File: src/rtl/npu_mem_pkg.sv
// npu_mem_pkg: shared encodings for mem_bank_loader
// Holds host mode codes, the loader FSM state type and control_reg field layout.
package npu_mem_pkg;
  localparam logic [1:0] MODE_IDLE   = 2'd0;
  localparam logic [1:0] MODE_PACKED = 2'd1;
  localparam logic [1:0] MODE_BYTE   = 2'd2;
  localparam int CTRL_MODE_LSB = 0;
  localparam int CTRL_MODE_W   = 2;
  localparam int CTRL_BASE_LSB = 4;
  localparam int CTRL_BASE_W   = 12;
  localparam int CTRL_LEN_LSB  = 16;
  localparam int CTRL_LEN_W    = 16;
  typedef enum logic [1:0] {ST_IDLE, ST_LOAD_PACKED, ST_LOAD_BYTE, ST_DONE} state_t;
  // Mode 3 is reserved and behaves like idle, so only 1 and 2 start a load.
  function automatic logic mode_is_load(input logic [1:0] m);
    return m == MODE_PACKED || m == MODE_BYTE;
  endfunction
endpackage

File: src/rtl/bank_wr_demux.sv
// bank_wr_demux: steers an accepted host word onto the byte lanes and registers the bank write
// Ports: i_clk, i_rst_n (async active-low); i_accept word accepted this cycle;
//   i_byte_mode one-byte write to bank i_sel; i_addr bank address; i_data host word;
//   o_bank_we/o_bank_addr/o_bank_wdata registered bank write, lane k feeds bank k.
module bank_wr_demux #(
  parameter int NUM_BANKS = 4,
  parameter int ADDR_W    = 11,
  parameter int BUS_W     = 8 * NUM_BANKS,
  parameter int SEL_W     = 2
) (
  input  logic                 i_clk,
  input  logic                 i_rst_n,
  input  logic                 i_accept,
  input  logic                 i_byte_mode,
  input  logic [SEL_W-1:0]     i_sel,
  input  logic [ADDR_W-1:0]    i_addr,
  input  logic [BUS_W-1:0]     i_data,
  output logic [NUM_BANKS-1:0] o_bank_we,
  output logic [ADDR_W-1:0]    o_bank_addr,
  output logic [BUS_W-1:0]     o_bank_wdata
);
  logic [NUM_BANKS-1:0] w_we;
  logic [BUS_W-1:0]     w_wdata;
  // Packed words place their most significant byte on bank 0; byte mode broadcasts the low byte.
  for (genvar k = 0; k < NUM_BANKS; k++) begin : g_lane
    assign w_wdata[8*k +: 8] = i_byte_mode ? i_data[7:0] : i_data[BUS_W-8-8*k +: 8];
    assign w_we[k] = i_accept && (!i_byte_mode || i_sel == SEL_W'(k));
  end
  always_ff @(posedge i_clk or negedge i_rst_n) begin
    if (!i_rst_n) begin
      o_bank_we    <= '0;
      o_bank_addr  <= '0;
      o_bank_wdata <= '0;
    end else begin
      o_bank_we <= w_we;
      if (i_accept) begin
        o_bank_addr  <= i_addr;
        o_bank_wdata <= w_wdata;
      end
    end
  end
endmodule

File: src/rtl/mem_bank_loader.sv
// mem_bank_loader: loads host words into NUM_BANKS byte-wide banks in packed or byte mode
// Ports: i_clk, i_rst_n (async active-low); i_writedata/i_wr_valid/o_wr_ready host handshake;
//   i_control_reg [1:0] mode, [15:4] base, [31:16] length; o_bank_we/o_bank_addr/o_bank_wdata
//   registered bank write; o_busy, o_done, o_overflow status; o_load_count accepted words.
// Optional: define LOADER_CHECKSUM_EN to add o_checksum, XOR of all bytes written this load.
module mem_bank_loader
  import npu_mem_pkg::*;
#(
  parameter int NUM_BANKS  = 4,
  parameter int BANK_DEPTH = 2048,
  parameter int BUS_W      = 8 * NUM_BANKS,
  localparam int ADDR_W    = $clog2(BANK_DEPTH),
  localparam int SEL_W     = (NUM_BANKS > 1) ? $clog2(NUM_BANKS) : 1
) (
  input  logic                 i_clk,
  input  logic                 i_rst_n,
  input  logic [BUS_W-1:0]     i_writedata,
  input  logic                 i_wr_valid,
  output logic                 o_wr_ready,
  input  logic [31:0]          i_control_reg,
  output logic [NUM_BANKS-1:0] o_bank_we,
  output logic [ADDR_W-1:0]    o_bank_addr,
  output logic [BUS_W-1:0]     o_bank_wdata,
  output logic                 o_busy,
  output logic                 o_done,
  output logic                 o_overflow,
  output logic [15:0]          o_load_count
`ifdef LOADER_CHECKSUM_EN
  , output logic [7:0]         o_checksum
`endif
);
  state_t            r_state, w_state_nx;
  logic              r_prev_idle, r_ovf;
  logic [ADDR_W-1:0] r_base;
  logic [15:0]       r_len, r_idx, r_count;
  logic [SEL_W-1:0]  r_sel;
  logic [1:0]        w_mode;
  logic [15:0]       w_len;
  logic              w_mode_idle, w_start, w_loading, w_byte, w_accept, w_sel_last, w_last, w_wrap;
  logic [31:0]       w_sum;
  logic [ADDR_W-1:0] w_addr;
  logic              w_unused;
  assign w_unused    = ^i_control_reg;
  assign w_mode      = i_control_reg[CTRL_MODE_LSB +: CTRL_MODE_W];
  assign w_len       = i_control_reg[CTRL_LEN_LSB +: CTRL_LEN_W];
  assign w_mode_idle = !mode_is_load(w_mode);
  // r_prev_idle resets to 0 so a mode held nonzero across reset cannot start a load.
  assign w_start     = r_state == ST_IDLE && r_prev_idle && !w_mode_idle;
  assign w_loading   = r_state == ST_LOAD_PACKED || r_state == ST_LOAD_BYTE;
  assign w_byte      = r_state == ST_LOAD_BYTE;
  assign w_accept    = i_wr_valid && w_loading;
  assign w_sel_last  = r_sel == SEL_W'(NUM_BANKS - 1);
  assign w_last      = r_idx == r_len - 16'd1 && (!w_byte || w_sel_last);
  assign w_sum       = 32'(r_base) + 32'(r_idx);
  assign w_wrap      = w_sum >= 32'(BANK_DEPTH);
  assign w_addr      = ADDR_W'(w_sum % 32'(BANK_DEPTH));
  always_ff @(posedge i_clk or negedge i_rst_n) begin
    if (!i_rst_n) r_state <= ST_IDLE;
    else r_state <= w_state_nx;
  end
  always_comb begin
    w_state_nx = w_mode_idle ? ST_IDLE :
                 w_start ? (w_len == 16'd0 ? ST_DONE : w_mode == MODE_PACKED ? ST_LOAD_PACKED : ST_LOAD_BYTE) :
                 (w_accept && w_last) ? ST_DONE : r_state;
  end
  always_comb begin
    o_wr_ready = w_loading;
    o_busy     = w_loading;
    o_done     = r_state == ST_DONE;
  end
  always_ff @(posedge i_clk or negedge i_rst_n) begin
    if (!i_rst_n) begin
      r_prev_idle <= 1'b0;
      r_base      <= '0;
      r_len       <= '0;
      r_idx       <= '0;
      r_sel       <= '0;
      r_count     <= '0;
      r_ovf       <= 1'b0;
    end else begin
      r_prev_idle <= w_mode_idle;
      if (w_start) begin
        r_base  <= i_control_reg[CTRL_BASE_LSB +: ADDR_W];
        r_len   <= w_len;
        r_idx   <= '0;
        r_sel   <= '0;
        r_count <= '0;
        r_ovf   <= 1'b0;
      end else if (w_accept) begin
        r_count <= r_count + 16'd1;
        r_ovf   <= r_ovf | w_wrap;
        r_idx   <= (!w_byte || w_sel_last) ? r_idx + 16'd1 : r_idx;
        r_sel   <= (!w_byte || w_sel_last) ? '0 : r_sel + SEL_W'(1);
      end
    end
  end
  assign o_overflow   = r_ovf;
  assign o_load_count = r_count;
  bank_wr_demux #(
    .NUM_BANKS(NUM_BANKS),
    .ADDR_W   (ADDR_W),
    .BUS_W    (BUS_W),
    .SEL_W    (SEL_W)
  ) u_demux (
    .i_clk       (i_clk),
    .i_rst_n     (i_rst_n),
    .i_accept    (w_accept),
    .i_byte_mode (w_byte),
    .i_sel       (r_sel),
    .i_addr      (w_addr),
    .i_data      (i_writedata),
    .o_bank_we   (o_bank_we),
    .o_bank_addr (o_bank_addr),
    .o_bank_wdata(o_bank_wdata)
  );
`ifdef LOADER_CHECKSUM_EN
  logic [7:0] r_csum, w_word_xor;
  always_comb begin
    w_word_xor = '0;
    for (int k = 0; k < NUM_BANKS; k++) w_word_xor = w_word_xor ^ i_writedata[8*k +: 8];
  end
  always_ff @(posedge i_clk or negedge i_rst_n) begin
    if (!i_rst_n) r_csum <= '0;
    else if (w_start) r_csum <= '0;
    else if (w_accept) r_csum <= r_csum ^ (w_byte ? i_writedata[7:0] : w_word_xor);
  end
  assign o_checksum = r_csum;
`endif
endmodule

File: config.mk
export PLATFORM = sky130hd
export DESIGN_NAME = mem_bank_loader
export DESIGN_NICKNAME = d
export VERILOG_FILES = /design/src/rtl/npu_mem_pkg.sv /design/src/rtl/bank_wr_demux.sv /design/src/rtl/mem_bank_loader.sv
export SDC_FILE = /design/constraint.sdc
export NUM_CORES = 1
export LEC_CHECK = 0
export BUFFER_PORTS_ARGS = -buffer_cell sky130_fd_sc_hd__buf_2
export CAP_MARGIN = 20
export CORE_UTILIZATION = 45
export CTS_CLUSTER_DIAMETER = 100
export DETAILED_ROUTE_END_ITERATION = 7
export GPL_ROUTABILITY_DRIVEN = 1
export GPL_TIMING_DRIVEN = 0
export PLACE_DENSITY = 0.75
export SKIP_LAST_GASP = 1
export SYNTH_ARGS = -nofsm -noshare
export SYNTH_HDL_FRONTEND = slang
export SYNTH_SLANG_ARGS = --single-unit
export TNS_END_PERCENT = 5
File: constraint.sdc
create_clock -name i_clk -period 8.5 [get_ports i_clk]
set_clock_uncertainty 0.15 [all_clocks]
set_input_delay 0.85 -clock i_clk [delete_from_list [all_inputs] [get_ports i_clk]]
set_output_delay 0.85 -clock i_clk [all_outputs]
set_load 0.01 [all_outputs]
==> results.cfg, run 1 <==
[status]
status = complete, no violations

[routing]
detail_route.wl_per_cell_um = 15.3
route.detailed.drc = 0
finalWirelength_mm = 14.6
ant_nets = 0
first_pass_iters = 4
first_iter_violations = 216
post_drt_via_cell_ratio = 5.26
vias = 5012

[worst_setup_path]
critPathKind = flop to flop
worstPathRequired_ns = 8.60
r2r-start = r_state[0]
cpMaxStageDelayCell = a21oi_1
regToRegEndpoint = r_state[0]
end_kind = flop
crit_arrival_ns = 3.50
worst_path_largest_cell_delay_ns = 0.65
critical_path.max_fanout = 9
startpoint_type = flop
crit_path_end = r_state[0]
reg2reg_setup_slack_ns = 5.10
critPathLaunch = r_state[0]
path_cells = inv_1 > ha_1 > nand2_1 > a21oi_1 > o211ai_1 > a2111oi_0 > nand4b_1 > o41a_1 > a221oi_1
rr_worst_depth = 9

[grt]
grt_pass1_wl_mm = 24.2
grt_pass1_vias = 4775
grt_overflow = 0
antenna_found_initial = 0
gr-usage-all-layers_pct = 22.1
grt_max_degree = 72

[die]
start_util_pct = 47.0
core_um2 = 12900
dieWidth_um = 118
pin_count = 134
fp.dieH_um = 118
die-area_um2 = 13900
rows = 41

[logic_synthesis]
synth_edf_count = 0
synth_common_cells = dfrtp_1, nand2_1, o21ai_0
synth-seq-cells = 112
synth_area_per_cell_um2 = 9.56
synth_area_leaders = dfrtp_1, nand2_1, mux2i_1
synthCells = 633
synthesis.area_um2 = 6050
ys.flop_type = dfrtp_1
syn_nets = 723
synth_top_area_share_pct = 46.3
async_flop_share_pct = 100
synth_area_leader_cell = dfrtp_1
yosysSeqAreaShare_pct = 46.3
yosys_warnings = 0
ys_types = 52
yosysMostFrequentCell = dfrtp_1

[sta]
min_period_ns = 3.40
rsz0062_at_grt = no
setup_violations = 0
tightest_slew_ns = 0.782
max_freq_mhz = 294
fin_tns_setup_ns = 0
whs_ns = 0.249
finalHoldViolations = 0
relSlewSlack_pct = 47.9
layout_setup_ws_ns = 5.10
drv_slew = 0
fin_crit_sh_pct = 40.0

[finish]
nFillCells = 1170
final_cells = 952
diodes = 0
layout-drive-gt1-share_pct = 23.2
fin_nets = 865
area_growth_pct = 19.6

[clock_network]
cts_buffer_depth = 2
cts-root-buf = clkbuf_16
cts_tree = done
cts_hold_buf = 0
clkLatencyLatePin_ns = 0.36
numCtsBuffers = 9
cts_setup_buffers = 0
htreeDepth = 3
cts_num_sinks = 112
clk_pin_slew_ns = 0.07
cts_resized = 0

[pwr]
leakage_nw = 3.40
swShare_pct = 38.2
power_frac_seq_pct = 42.0
internal-power_w = 0.00125
ir_worst_vdd_uv = 141
p_sw_w = 0.000769
comb_power_share_pct = 37.4
pwr-share-clk_pct = 20.6
pwr_density_cell_nw_per_um2 = 278

[run]
cap_violations = 0

[placed_design]
placed_cells = 936
io_buffers = 130
place_congestion = 0.924
dp_worst_setup_slack_ns = 4.99
hpwl_mm = 10.8

[hold_path]
min_path_type = input port to asynchronous set/reset pin
==> power by group through the flow <==
stage | clock [W] | sequential [W] | combinational [W]
after floorplan | 0 | 0.000875 | 0.000456
after global placement | 0 | 0.000848 | 0.000739
after detailed placement | 0 | 0.000855 | 0.000755
after CTS | 0.000429 | 0.000845 | 0.000759
after global routing | 0.000450 | 0.000869 | 0.000842
final | 0.000416 | 0.000845 | 0.000754
==> sequential cells by signal (all words and copies together), names as in the netlist <==
signal and count:
o_load_count 16, r_sel 2, r_idx 16, r_len 16, r_base 11, u_demux.o_bank_we 4
r_state 2, o_overflow 1, u_demux.o_bank_addr 11, r_prev_idle 1, u_demux.o_bank_wdata 32
==> cell type report <==
class	instances	area, µm²	share of cell area (%)
buffer	35	150	2.07
clock buffer	9	225	3.11
clock inverter	7	62.6	0.864
inverter	23	86.3	1.19
multi-input combinational	463	3010	41.6
sequential	112	2800	38.7
tap	172	215	2.97
timing repair buffer	131	684	9.46
==> worst max-delay path, delay by kind of cell, from the launching register on <==
family	cells	cell delay, ns
compound gates	5	2.01
flops	1	0.36
fa+ha+maj	1	0.36
simple gates	2	0.32
buf+inv	1	0.08
==> per-layer routing <==
layer | GRT usage (%) | vias to the layer above | part of all wire [%]
li1 | - | 2461 | -
met1 | 29.7 | 2382 | 47
met2 | 35.1 | 152 | 47
met3 | 5.33 | 17 | 5.1
met4 | 6.49 | 0 | 1.5
met5 | 0 | - | 0
==> cell families after synthesis <==
| logic type | share of synthesized area [%] |
|---|---|
| flops | 46.3 |
| fa+ha+maj | 4.88 |
| buf+inv | 3.91 |
| mux | 9.24 |
| compound gates | 10.5 |
| simple gates | 17.2 |
| xor+xnor | 7.96 |
==> metrics by stage <==
stage / area (µm²) / utilization [%] / power (W)
2_1_floorplan: 6050 / - / 0.00133
3_3_place_gp: 6920 / 53.7 / 0.00159
3_5_place_dp: 6950 / 54.0 / 0.00161
4_1_cts: 7240 / 56.2 / 0.00203
5_1_grt: 7240 / 56.2 / 0.00216
6_report: 7240 / 56.2 / 0.00201
==> placed cells by master, fill, tap and decap left out, drive strengths merged, types with 3 or more instances in the layout <==
cell type  synthesis  final
nand3b             3      3
nor2              48     48
a21oi             24     24
a21o               3      3
mux2              23     23
and3               3      3
or2                3      3
nand4              9      9
xor2              25     25
a31oi              4      4
nor4               8      8
a211oi             4      4
o21ai             55     55
xnor2             30     30
nand3             16     16
inv               23     27
or3                9      9
nor3              12     12
o211ai             5      5
mux2i             30     30
nand2             99     99
ha                22     22
buf               13    144
clkbuf            22     31
nand2b             4      4
dfrtp            112    112
==> worst min-delay path by stage <==
| stage | to | depth (start not counted) |
|---|---|---|
| after floorplan | r_base[0] | 1 |
| after global placement | u_demux.o_bank_addr[0] | 2 |
| after detailed placement | u_demux.o_bank_addr[0] | 2 |
| after CTS | u_demux.o_bank_wdata[7] | 1 |
| after global routing | u_demux.o_bank_wdata[16] | 1 |
| final | u_demux.o_bank_addr[8] | 1 |
No activity file was read; power rests on OpenSTA's default activity.
==> inputs of run 2 (changes only) <==
Clock period 8.5 ns to 3.3 ns, I/O delays scaled along.
==> run 2 against run 1 <==
  * Sequential share of layout area shrank 0.11 points
  * Flip-flop and latch count is the same
  * Global-route usage is essentially flat
  * Combinational power grew to 2.6 times the previous value
  * Via count is essentially flat
  * Die area is the same
  * Fmax grew 9.9%
  * Total power grew to 2.6 times the previous value
  * Worst hold slack lost 0.22 ns
  * Cell area grew 0.29%
==> results.cfg, run 2 (synthesized netlist as in run 1, its figures left out) <==
[placed_design]
dp_worst_setup_slack_ns = -0.0438
place_congestion = 0.924
io_buffers = 130
placed_cells = 936
hpwl_mm = 10.8

[routing]
post_drt_via_cell_ratio = 5.26
first_iter_violations = 210
ant_nets = 0
finalWirelength_mm = 14.6
vias = 5016
route.detailed.drc = 0
detail_route.wl_per_cell_um = 15.3
first_pass_iters = 6

[finish]
nFillCells = 1170
area_growth_pct = 20.0
largest-register = u_demux.o_bank_wdata
fin_nets = 866
final_cell_mix = buf_2, dfrtp_1, nand2_1
final_cells = 953
diodes = 0
layout-drive-gt1-share_pct = 23.3
largest_register_ffs = 32
mostFrequentLayoutCell = buf_2

[die]
pin_count = 134
start_util_pct = 47.0
rows = 41
die-area_um2 = 13900
fp.dieH_um = 118
core_um2 = 12900
dieWidth_um = 118

[worst_setup_path]
cp_common_cell = mux2i_1
crit_family = compound AO/OA/AOI/OAI gates
critical_path.max_fanout = 6
path_cells = inv_1 > ha_1 > or4b_4 > buf_6 > nor4b_2 > mux2i_1 > mux2i_1 > a21oi_1 > o41a_1 > a221oi_1
crit_arrival_ns = 3.19
critical_path_buf_inv_count = 2
worst_path_largest_cell_delay_ns = 0.49
cpMaxStageDelayCell = or4b_4
worstPathRequired_ns = 3.40
critPathKind = flop to flop
end_kind = flop
startpoint_type = flop

[clock_network]
numCtsBuffers = 9
htreeDepth = 3
cts_buffer_depth = 2
cts_setup_buffers = 0
clk_pin_slew_ns = 0.07
cts_num_sinks = 112
clkLatencyLatePin_ns = 0.36
cts_tree = done
cts-root-buf = clkbuf_16

[sta]
layout_setup_ws_ns = 0.206
relSlewSlack_pct = 49.5
setup_violations = 0
tightest_slew_ns = 0.757
max_freq_mhz = 323
rsz0062_at_grt = no
whs_ns = 0.0319
min_period_ns = 3.09
finalHoldViolations = 0
fin_crit_sh_pct = 93.8
drv_slew = 0

[grt]
grt_pass1_vias = 4778
grt_max_degree = 72
grt_pass1_wl_mm = 24.2
gr-usage-all-layers_pct = 22.1
grt_overflow = 0
antenna_found_initial = 0

[pwr]
ir_worst_vdd_uv = 362
leakage_nw = 3.40
pwr_density_cell_nw_per_um2 = 715

[status]
status = complete, no violations

[run]
cap_violations = 0

[hold_path]
min_path_type = input port to flop
## run 2: cell count changes in the layout (fill, tap and decap cells not counted)
cell | previous run | this run
a21oi_1 | 24 | 23
a21oi_4 | 0 | 1
dlygate4sd3_1 | 0 | 1
## run 2: repair_timing
| item | CTS | global route |
|---|---|---|
| setup endpoints to repair | 2 | 2 |
| hold buffers | 1 | 0 |
| hold endpoints to repair | 41 | 0 |
| resized for setup | 1 | 1 |
## run 2: per-stage QoR
step | TNS (ns) | cell area [µm²] | util (%) | total power, W
3_5_place_dp | -0.0438 | 6950 | 54.0 | 0.00415
5_1_grt | 0 | 7260 | 56.4 | 0.00557
4_1_cts | 0 | 7250 | 56.3 | 0.00524
6_report | 0 | 7260 | 56.4 | 0.00519
2_1_floorplan | 0 | 6050 | - | 0.00343
3_3_place_gp | -0.123 | 6920 | 53.7 | 0.00409
## run 2: area by class of cell
cell class              count  area, µm²  share of cell area [%]
multi-input cells         463       3020                    41.6
plain buffers              35        150                    2.07
clock inverters             7       62.6                   0.862
well taps                 172        215                    2.96
clock buffers               9        225                    3.10
inverters                  23       86.3                    1.19
flip-flops and latches    112       2800                    38.6
repair buffers            132        694                    9.57
## run 2: final timing paths
path / depth (start not counted) / start / slack (ns) / endpoint
setup / recovery: 10 / r_len[0] / 0.21 / r_state[0]
hold / removal: 3 / i_control_reg[5] / 0.03 / r_base[1]
setup reg to reg: 10 / r_len[0] / 0.21 / r_state[0]
hold reg to reg: 2 / u_demux.o_bank_wdata[29] / 0.32 / u_demux.o_bank_wdata[29]
max in group asynchronous: 3 / i_rst_n / 2.02 / o_load_count[5]
min in group asynchronous: 2 / i_rst_n / 0.30 / u_demux.o_bank_addr[8]
## run 2: worst min-delay path, delay by kind of cell
| family | cells | cell delay [ns] |
|---|---|---|
| simple gates | 1 | 0.04 |
| compound gates | 1 | 0.06 |
| buf+inv | 1 | 0.08 |
## run 2: power breakdown
group          switching [W]  internal (W)
clock               0.000541      0.000529
sequential          0.000357       0.00182
combinational        0.00108      0.000863
total                0.00198       0.00321
## run 2: routing by layer
| metal | wire (µm) | part of all wire [%] | vias to the layer above | track usage (%) |
|---|---|---|---|---|
| li1 | - | - | 2468 | - |
| met1 | 6910 | 47 | 2386 | 29.7 |
| met2 | 6800 | 47 | 145 | 35.1 |
| met3 | 687 | 4.7 | 17 | 5.33 |
| met4 | 214 | 1.5 | 0 | 6.49 |
| met5 | 0 | 0 | - | 0 |
